**src/rtl/fifo_pktreader.sv**
```systemverilog
// fifo_pktreader: drains an asynchronous-read FIFO into a valid/ready stream as one packet of a commanded length.
// Optional abort support (i_abort / o_aborted) is compiled in when FIFO_PKTREADER_ABORT_EN is defined.
module fifo_pktreader #(
  parameter int BW    = 32,
  parameter int LGLEN = 16
) (
  input  logic             i_clk,
  input  logic             i_reset,
  input  logic             i_start,
  input  logic [LGLEN-1:0] i_len,
  output logic             o_busy,
  output logic             o_done,
  input  logic             i_fifo_empty,
  input  logic [BW-1:0]    i_fifo_data,
  output logic             o_fifo_rd,
  output logic             o_valid,
  input  logic             i_ready,
  output logic [BW-1:0]    o_data,
  output logic             o_last
`ifdef FIFO_PKTREADER_ABORT_EN
  ,
  input  logic             i_abort,
  output logic             o_aborted
`endif
);

  typedef enum logic [1:0] {
    S_IDLE  = 2'd0,
    S_RUN   = 2'd1,
    S_DRAIN = 2'd2
  } state_t;

  localparam logic [LGLEN-1:0] LEN_ONE = LGLEN'(1);

  state_t           state_q, state_d;
  logic [LGLEN-1:0] remain_q, remain_d;
  logic             valid_q, valid_d;
  logic             last_q, last_d;
  logic             done_q, done_d;
  logic [BW-1:0]    data_q, data_d;
  logic             fifo_rd;
  logic             accept;
  logic             abort_req;

`ifdef FIFO_PKTREADER_ABORT_EN
  logic aborted_q, aborted_d;

  // An abort only has meaning while a packet is in flight.
  assign abort_req = i_abort && (state_q != S_IDLE);
  assign aborted_d = abort_req;

  always_ff @(posedge i_clk) begin
    if (i_reset) begin
      aborted_q <= 1'b0;
    end else begin
      aborted_q <= aborted_d;
    end
  end

  assign o_aborted = aborted_q;
`else
  assign abort_req = 1'b0;
`endif

  assign accept = valid_q && i_ready;

  always_comb begin
    state_d  = state_q;
    remain_d = remain_q;
    valid_d  = valid_q;
    last_d   = last_q;
    data_d   = data_q;
    done_d   = 1'b0;
    fifo_rd  = 1'b0;

    case (state_q)
      S_IDLE: begin
        if (i_start) begin
          if (i_len != '0) begin
            remain_d = i_len;
            state_d  = S_RUN;
          end else begin
            done_d = 1'b1;
          end
        end
      end

      S_RUN: begin
        // Refill the output stage whenever it is empty or being emptied this cycle.
        fifo_rd = !i_fifo_empty && (!valid_q || i_ready);
        if (fifo_rd) begin
          data_d   = i_fifo_data;
          valid_d  = 1'b1;
          last_d   = (remain_q == LEN_ONE);
          remain_d = remain_q - LEN_ONE;
          if (remain_q == LEN_ONE) begin
            state_d = S_DRAIN;
          end
        end else if (accept) begin
          valid_d = 1'b0;
          last_d  = 1'b0;
        end
      end

      S_DRAIN: begin
        if (accept && last_q) begin
          valid_d = 1'b0;
          last_d  = 1'b0;
          state_d = S_IDLE;
          done_d  = 1'b1;
        end
      end

      default: begin
        state_d = S_IDLE;
      end
    endcase

    // Abort overrides everything: drop the beat, leave unfetched words in the FIFO.
    if (abort_req) begin
      fifo_rd  = 1'b0;
      data_d   = data_q;
      valid_d  = 1'b0;
      last_d   = 1'b0;
      remain_d = '0;
      state_d  = S_IDLE;
      done_d   = 1'b1;
    end

    if (i_reset) begin
      fifo_rd = 1'b0;
    end
  end

  always_ff @(posedge i_clk) begin
    if (i_reset) begin
      state_q  <= S_IDLE;
      remain_q <= '0;
      valid_q  <= 1'b0;
      last_q   <= 1'b0;
      done_q   <= 1'b0;
      data_q   <= '0;
    end else begin
      state_q  <= state_d;
      remain_q <= remain_d;
      valid_q  <= valid_d;
      last_q   <= last_d;
      done_q   <= done_d;
      data_q   <= data_d;
    end
  end

  assign o_busy    = (state_q != S_IDLE);
  assign o_done    = done_q;
  assign o_fifo_rd = fifo_rd;
  assign o_valid   = valid_q;
  assign o_data    = data_q;
  assign o_last    = last_q;

endmodule

```
**config.mk**
```make
export PLATFORM = sky130hd
export DESIGN_NAME = fifo_pktreader
export DESIGN_NICKNAME = d
export VERILOG_FILES = /design/src/rtl/fifo_pktreader.sv
export SDC_FILE = /design/constraint.sdc
export NUM_CORES = 1
export LEC_CHECK = 0
export CAP_MARGIN = 10
export CORE_ASPECT_RATIO = 0.5
export CORE_MARGIN = 2
export CORE_UTILIZATION = 44
export CTS_BUF_LIST = sky130_fd_sc_hd__clkbuf_8
export CTS_CLUSTER_DIAMETER = 100
export DETAILED_ROUTE_END_ITERATION = 8
export GPL_TIMING_DRIVEN = 0
export MAX_ROUTING_LAYER = met4
export PLACE_DENSITY = 0.8
export SETUP_SLACK_MARGIN = 0.3
export SLEW_MARGIN = 25
export SYNTH_ARGS = -nofsm -noshare
export SYNTH_HDL_FRONTEND = slang
export SYNTH_SLANG_ARGS = --single-unit
```
**constraint.sdc**
```tcl
create_clock -name i_clk -period 2.7 [get_ports i_clk]
set_input_delay 0.405 -clock i_clk [delete_from_list [all_inputs] [get_ports i_clk]]
set_output_delay 0.405 -clock i_clk [all_outputs]
set_load 0.02 [all_outputs]
```
### Yosys cells after proc, flatten, opt, wreduce, memory -nomap -nowiden

Index checks and enable logic that the tools add are counted.

* bits in registers: 53
* output and inout bits: 37

* reduce and logical (&&, ||, !) cells: 15
* add/subtract/negate cells: 1
* eq/ne operators: 9
* multiplexer cells: 22

Operators with widths (count)
* $mux 16: 3
* $pmux 16 s2: 1
* $eq 16x1->1 const B: 1
* $reduce_bool 16->1: 1
* $sub 16x1->16 const B: 1
* $mux 2: 5
* $ne 2x2->1 const B: 5
* $mux 1: 9
* $pmux 1 s2: 3
* $pmux 2 s3: 1
* $reduce_bool 2->1: 3
* $reduce_and 5->1: 1
* $reduce_and 4->1: 1
* $logic_and 1x1->1: 3
* $ne 3x3->1 const B: 1
* $reduce_and 3->1: 1
* $eq 2x1->1 const B: 1
* $eq 2x2->1 const B: 1
* $logic_not 1->1: 2
* $logic_not 2->1: 1
* $reduce_and 2->1: 1
* $logic_or 1x1->1: 1

### Logic depth before layout (Yosys ltp)

Gate-level depths: netlist of run 1.

* depth in word-level cells: 5
* gate-level depth with buffers: 8
* mapped depth without buffers: 7

### Worst setup path before layout of run 1

OpenSTA, ideal clock, no wires.

* path type: register -> register
* start: register remain_q[0]
* end: register remain_q[14]
* data required time: 2563 ps
* data arrival time: 1914 ps
* stages on the path, launching flop included: 9
* path slack: 649 ps
* library setup time: 137 ps
* cell sequence: dfxtp_1 -> inv_1 -> ha_1 -> or4b_4 -> or2_1 -> buf_6 -> or3_1 -> o22ai_1 -> a211oi_1

* cells in the longest elaborated chain, start to end: 3

Ends and longest elaborated chain
* start: declaration: RTL line 36 `logic [LGLEN-1:0] remain_q, remain_d;`
* start signal: assignment: RTL line 145 `remain_q <= remain_d;`
* $sub 16x1->16: RTL line 95 `remain_d = remain_q - LEN_ONE;`
* $mux 16: RTL line 91 `if (fifo_rd) begin`
* $pmux 16 s2: RTL line 76 `case (state_q)`

Every way passes these cells. The select of a mux whose other input is x is not followed.
A chain may end at the register's enable or synchronous reset.

### Final worst setup path of run 1

* start: input i_ready
* end: output o_fifo_rd

* cells in the longest elaborated chain, start to end: 4

Ends and longest elaborated chain
* start: declaration: RTL line 17 `input logic i_ready,`
* $logic_or 1x1->1: RTL line 90 `fifo_rd = !i_fifo_empty && (!valid_q || i_ready);`
* $logic_and 1x1->1: RTL line 90
* $mux 1: RTL line 76
* $mux 1: RTL line 130 `if (i_reset) begin`
* end: declaration: RTL line 15 `output logic o_fifo_rd,`

Every way passes these cells.

==> impl_metrics.json, run 1 <==
{
  "fin_tns_setup_ns": 0,
  "dpl-instance-area_um2": 3340,
  "clock-sinks": 53,
  "yosys_warnings": 0,
  "clk_pin_slew_ns": 0.10,
  "cts_tree": "built",
  "antenna_found_initial": 0,
  "multi_input_area_um2": 1210,
  "fin_worst_skew_ns": 0.00545,
  "firstDrtPassIters": 5,
  "worstSetupStartpoint": "i_ready",
  "synth_enable_flop_cells": 0,
  "portBuffers": 88,
  "track_usage_pct": 24.9,
  "syn_inst": 314,
  "grt_pass1_vias": 2485,
  "drc": 0,
  "gr-max-usage-layer": "met2",
  "h-tree-depth": 2,
  "whs_ns": 0.459,
  "worstPathRequired_ns": 2.30,
  "ios": 90,
  "syn_area_per_cell_um2": 7.56,
  "worstSetupPathType": "primary input to primary output",
  "reg2reg_from": "remain_q[0]",
  "dp_hpwl_um": 5380,
  "finalCritPeriodShare_pct": 84.2,
  "worstPathArrival_ns": 1.87,
  "fill_cells": 450,
  "wl_um": 7140,
  "async_flop_share_pct": 0,
  "synth-seq-area-share_pct": 44.7,
  "status": "completed",
  "ir_worst_vdd_mv": 0.371,
  "ys_seq_elements": 53,
  "synth_cell_types": 39,
  "antenna_cells": 0,
  "synth_ff_type": "dfxtp_1",
  "grt-ovfl-total": 0,
  "grt_pass1_wl_um": 11400,
  "p_leak_nw": 1.18,
  "coreArea_um2": 5070,
  "avgViaCountPerCell": 5.54,
  "max-slew-margin-rel_pct": 44.9,
  "worstPathMaxFanout": 10,
  "initial_core_util_pct": 46.9,
  "dieArea_um2": 6040,
  "timing.fmax_mhz": 440,
  "drtIter0Drc": 184,
  "clk_latency_ns": 0.31,
  "use_met3_pct": 6.09,
  "post-route-worst-setup-slack_ns": 0.426,
  "finalSetupViolCount": 0,
  "finalNetCount": 464,
  "fin_area_um2": 3450,
  "slew_violations": 0,
  "num_rows": 18,
  "cap_viol_max_count": 0,
  "critPathCaptureType": "primary output",
  "hp-class": "register to register",
  "synth_nets": 369,
  "hold_violations": 0,
  "ant_nets": 0,
  "pre_cts_slack_ns": -0.164,
  "worstMarginPinSlew_ns": 0.816,
  "die_x_um": 108,
  "cts_made_buffers": 5,
  "grt_util_met1_pct": 29.5,
  "wl_per_cell_um": 14.9,
  "vias": 2653,
  "use_met2_pct": 41.3,
  "gp_congestion": 0.902,
  "fin_crit_ns": 2.27,
  "worstHoldStart": "o_data[16]",
  "synth.cell_area_um2": 2370,
  "drive_gt1_share_pct": 4.89,
  "grt_max_degree": 17,
  "root_buffer": "clkbuf_8",
  "rsz0062_at_grt": "false",
  "pwr_density_cell_nw_per_um2": 560,
  "critPathLaunchType": "primary input",
  "layout.area.seq_um2": 1060,
  "die_h_um": 56.0,
  "syn2layout_area_growth_pct": 45.2,
  "clock_path_buffers": 2
}
[worst paths after layout]
| path | slack, ns | to | cells after the start |
|---|---|---|---|
| setup / recovery | 0.43 | o_fifo_rd | 7 |
| hold / removal | 0.46 | o_data[16] | 2 |
| setup reg to reg | 0.45 | remain_q[14] | 8 |
| hold reg to reg | 0.46 | o_data[16] | 2 |
[Yosys cell counts (3+ instances only)]
cell type	n	area share [%]
a211oi_1	10	3.2
a21oi_1	53	11
clkbuf_1	18	2.8
dfxtp_1	53	45
inv_1	8	1.3
nand2_1	87	14
nand2b_1	3	0.79
nand3_1	5	1.1
nor2_1	11	1.7
nor3_1	3	0.63
nor4_1	7	1.8
o21ai_0	14	3.0
o22ai_1	3	0.79
o32ai_1	4	1.5
or3_1	6	1.6
[what timing repair did]
action	CTS	global route
gates resized for setup	7	5
pin swaps	0	0
hold buffers	0	0
setup endpoints to repair	1	2
buffers inserted	0	0
[sequential cells by signal, summed over array words and instances, names as in the netlist]
register / flops
o_data: 32
o_done: 1
o_last: 1
o_valid: 1
remain_q: 16
state_q: 2
[through the flow]
step | std cells | power [mW] | utilization (%)
6_report | 479 | 1.93 | 68.0
5_1_grt | 479 | 2.03 | 68.0
4_1_cts | 479 | 1.93 | 67.9
3_5_place_dp | 472 | 1.48 | 66.0
3_3_place_gp | 472 | 1.46 | 66.0
2_1_floorplan | 314 | 1.25 | -
[placed cells by master, fill, tap and decap left out, types with 2 or more instances in the layout]
| cell type | instances |
|---|---|
| o32ai_1 | 4 |
| nand2_1 | 86 |
| nor2_1 | 10 |
| or2_2 | 2 |
| nand3_1 | 5 |
| o31ai_1 | 2 |
| o21ai_0 | 14 |
| clkbuf_8 | 5 |
| a211oi_1 | 10 |
| nor4_1 | 7 |
| o221ai_1 | 2 |
| o22ai_1 | 3 |
| clkbuf_1 | 16 |
| a21oi_1 | 52 |
| nand2b_1 | 3 |
| or3_1 | 6 |
| nor3_1 | 3 |
| dfxtp_1 | 53 |
| clkdlybuf4s50_1 | 87 |
| inv_1 | 8 |
| ha_1 | 2 |
| a22oi_1 | 2 |
[routing by layer]
layer  routed length, um  up-vias
met3                 439       12
met5                   0        -
met4                  94        0
li1                    -     1291
met1                2970     1242
met2                3640      108
[layout make-up]
type | instances | area share (%)
Tap cell | 70 | 2.54
Clock buffer | 5 | 2.00
Clock inverter | 2 | 0.472
Multi-Input combinational cell | 233 | 35.2
Timing Repair Buffer | 88 | 25.6
Sequential cell | 53 | 30.8
Inverter | 8 | 0.871
Buffer | 20 | 2.58
[cells by family (layout without fill, tap and decap cells)]
kind of cell | Yosys count | in the layout | share of synthesized area [%]
xor gates and xnor gates | 1 | 1 | 0.369
AOI/OAI and AO/OA | 98 | 98 | 24.4
adders and majority gates | 2 | 2 | 1.05
DFF | 53 | 53 | 44.7
buffers and inverters | 28 | 123 | 4.79
and+or+nand+nor | 132 | 132 | 24.7
[where the power goes]
part	internal (mW)	switching (mW)	total, mW
Sequential	0.844	0.0515	0.895
Combinational	0.261	0.324	0.585
Clock	0.179	0.272	0.451
[critical path, cell delays in order]
cell	delay [ns]
clkdlybuf4s50_1	0.51
inv_1	0.08
a21oi_2	0.19
nand2_2	0.13
buf_4	0.20
nor2_1	0.08
clkdlybuf4s15_2	0.27
(Power assumes the default switching activity.)
==> inputs of run 2 (changes only) <==
==> constraint.sdc (replaced) <==
create_clock -name i_clk -period 2.1 [get_ports i_clk]
set_input_delay 0.315 -clock i_clk [delete_from_list [all_inputs] [get_ports i_clk]]
set_output_delay 0.315 -clock i_clk [all_outputs]
set_load 0.02 [all_outputs]
==> impl_metrics.json, run 2 (same netlist as run 1, synthesis figures left out) <==
{
  "rsz0062_at_grt": "true",
  "grt_pass1_vias": 2633,
  "initial_core_util_pct": 46.9,
  "grt_util_met1_pct": 33.1,
  "worstSetupPathType": "register to register",
  "clk_latency_ns": 0.31,
  "largest_reg_flops": 32,
  "clock-sinks": 53,
  "die_h_um": 56.0,
  "layout_common_cells": "nand2_1, clkdlybuf4s50_1, a21oi_1",
  "ant_nets": 0,
  "finalCritPeriodShare_pct": 96.2,
  "final_cells": 492,
  "cts_made_buffers": 5,
  "reg2reg_from": "remain_q[0]",
  "worstSetupStartpoint": "remain_q[0]",
  "firstDrtPassIters": 4,
  "cap_viol_max_count": 0,
  "root_buffer": "clkbuf_8",
  "wl_um": 7770,
  "r2r_slack_ns": 0.08,
  "num_rows": 18,
  "path_cells": "inv_2, ha_4, or4b_4, or2_1, buf_6, or3_1, o22ai_2, a211oi_2",
  "timing.fmax_mhz": 495,
  "fill_cells": 404,
  "use_met2_pct": 45.0,
  "die_x_um": 108,
  "fin_crit_ns": 2.02,
  "worst_r2r_endpoint": "remain_q[14]",
  "antenna_cells": 0,
  "endpoint": "remain_q[14]",
  "drtIter0Drc": 174,
  "mostFrequentLayoutCell": "nand2_1",
  "cp_slowest_cell": "or4b_4",
  "ios": 90,
  "drc": 0,
  "r2r_cells": 8,
  "portBuffers": 88,
  "clock_path_buffers": 2,
  "clk_pin_slew_ns": 0.10,
  "coreArea_um2": 5070,
  "h-tree-depth": 2,
  "critPathLaunchType": "register",
  "cts_tree": "built",
  "vias": 2689,
  "pwr_density_cell_nw_per_um2": 722,
  "grt_pass1_wl_um": 12500,
  "finalNetCount": 476,
  "dieArea_um2": 6040,
  "gr-max-usage-layer": "met2",
  "syn2layout_area_growth_pct": 57.6,
  "worstMarginPinSlew_ns": 0.586,
  "utilization_pct": 73.9,
  "hold_violations": 0,
  "grt-ovfl-total": 0,
  "max-slew-margin-rel_pct": 60.9,
  "post-place-cells": 472,
  "avgViaCountPerCell": 5.47,
  "track_usage_pct": 26.6,
  "use_met3_pct": 5.39,
  "worstPathArrival_ns": 2.20,
  "crit_family": "simple AND/OR/NAND/NOR gates",
  "slew_violations": 0,
  "worstPathMaxFanout": 8,
  "hp-class": "primary input to register",
  "wl_per_cell_um": 15.8,
  "critPathCaptureType": "register",
  "fin_worst_skew_ns": 0.00640,
  "dpl-instance-area_um2": 3360,
  "ir_worst_vdd_mv": 0.409,
  "worstPathRequired_ns": 2.28,
  "drive_gt1_share_pct": 15.4,
  "holdBufCountCts": 0,
  "antenna_found_initial": 0,
  "status": "completed",
  "gp_congestion": 0.895,
  "grt_max_degree": 18,
  "dp_hpwl_um": 5370,
  "cp_slowest_stage_delay_ns": 0.46,
  "finalSetupViolCount": 0,
  "fin_area_um2": 3740,
  "crit_buf_inv": 2,
  "path_depth": 8,
  "p_leak_nw": 1.35
}
[run 2: changes by cell type in the layout (fill, tap and decap cells not counted), moves of 5 or more]
cell             delta
clkbuf_1            -6
dlymetal6s2s_1      +5
clkdlybuf4s50_1     -9
clkbuf_2            +5
buf_4              +12
[run 2: worst min path at each step]
stage / from / to / slack [ns] / depth (start not counted)
after global routing: i_len[0] / remain_q[0] / 0.45 / 3
final: i_len[3] / remain_q[3] / 0.43 / 3
after CTS: o_data[31] / o_data[31] / 0.46 / 2
after global placement: o_data[17] / o_data[17] / 0.44 / 2
after floorplan: remain_q[1] / remain_q[1] / 0.44 / 2
after detailed placement: o_data[31] / o_data[31] / 0.45 / 2
[run 2: power by group]
part	switching (mW)	internal, mW
clock network	0.364	0.275
registers	0.0756	1.09
logic	0.479	0.421
[run 2: worst min-delay path, cell delays in order]
cell            delay [ns]
dlymetal6s2s_1        0.16
o32ai_1               0.13
a211oi_1              0.09
[run 2: metal layers]
layer / part of all wire (%) / vias to the layer above / wire length (um)
li1: - / 1316 / -
met1: 43 / 1262 / 3360
met2: 49 / 97 / 3830
met3: 6.2 / 14 / 483
met4: 1.3 / 0 / 100
met5: 0 / - / 0
[run 2: timing repair]
item                       in CTS  in global routing
setup buffers                   7                  5
pin swaps                       7                 16
setup endpoints to repair      51                 52
resized for setup              35                 25
[run 2: layout make-up]
type / instances / area (um2) / area share [%]
multi-input combinational: 233 / 1370 / 36.7
timing repair buffer: 100 / 976 / 26.1
tap: 70 / 87.6 / 2.34
sequential: 53 / 1070 / 28.5
clock buffer: 6 / 82.6 / 2.21
clock inverter: 2 / 17.5 / 0.468
buffer: 20 / 111 / 2.97
inverter: 8 / 30.0 / 0.802
[run 2: metrics by stage]
| stage | setup slack (ns) | TNS, ns | hold WS [ns] | total power [mW] |
|---|---|---|---|---|
| detailed placement | -0.566 | -8.14 | 0.445 | 1.92 |
| finish | 0.0802 | 0 | 0.431 | 2.70 |
| global placement | -0.562 | -6.33 | 0.442 | 1.89 |
| global route | 0.0340 | 0 | 0.446 | 2.83 |
| CTS | 0.105 | 0 | 0.460 | 2.62 |
| floorplan | 0.183 | 0 | 0.442 | 1.61 |
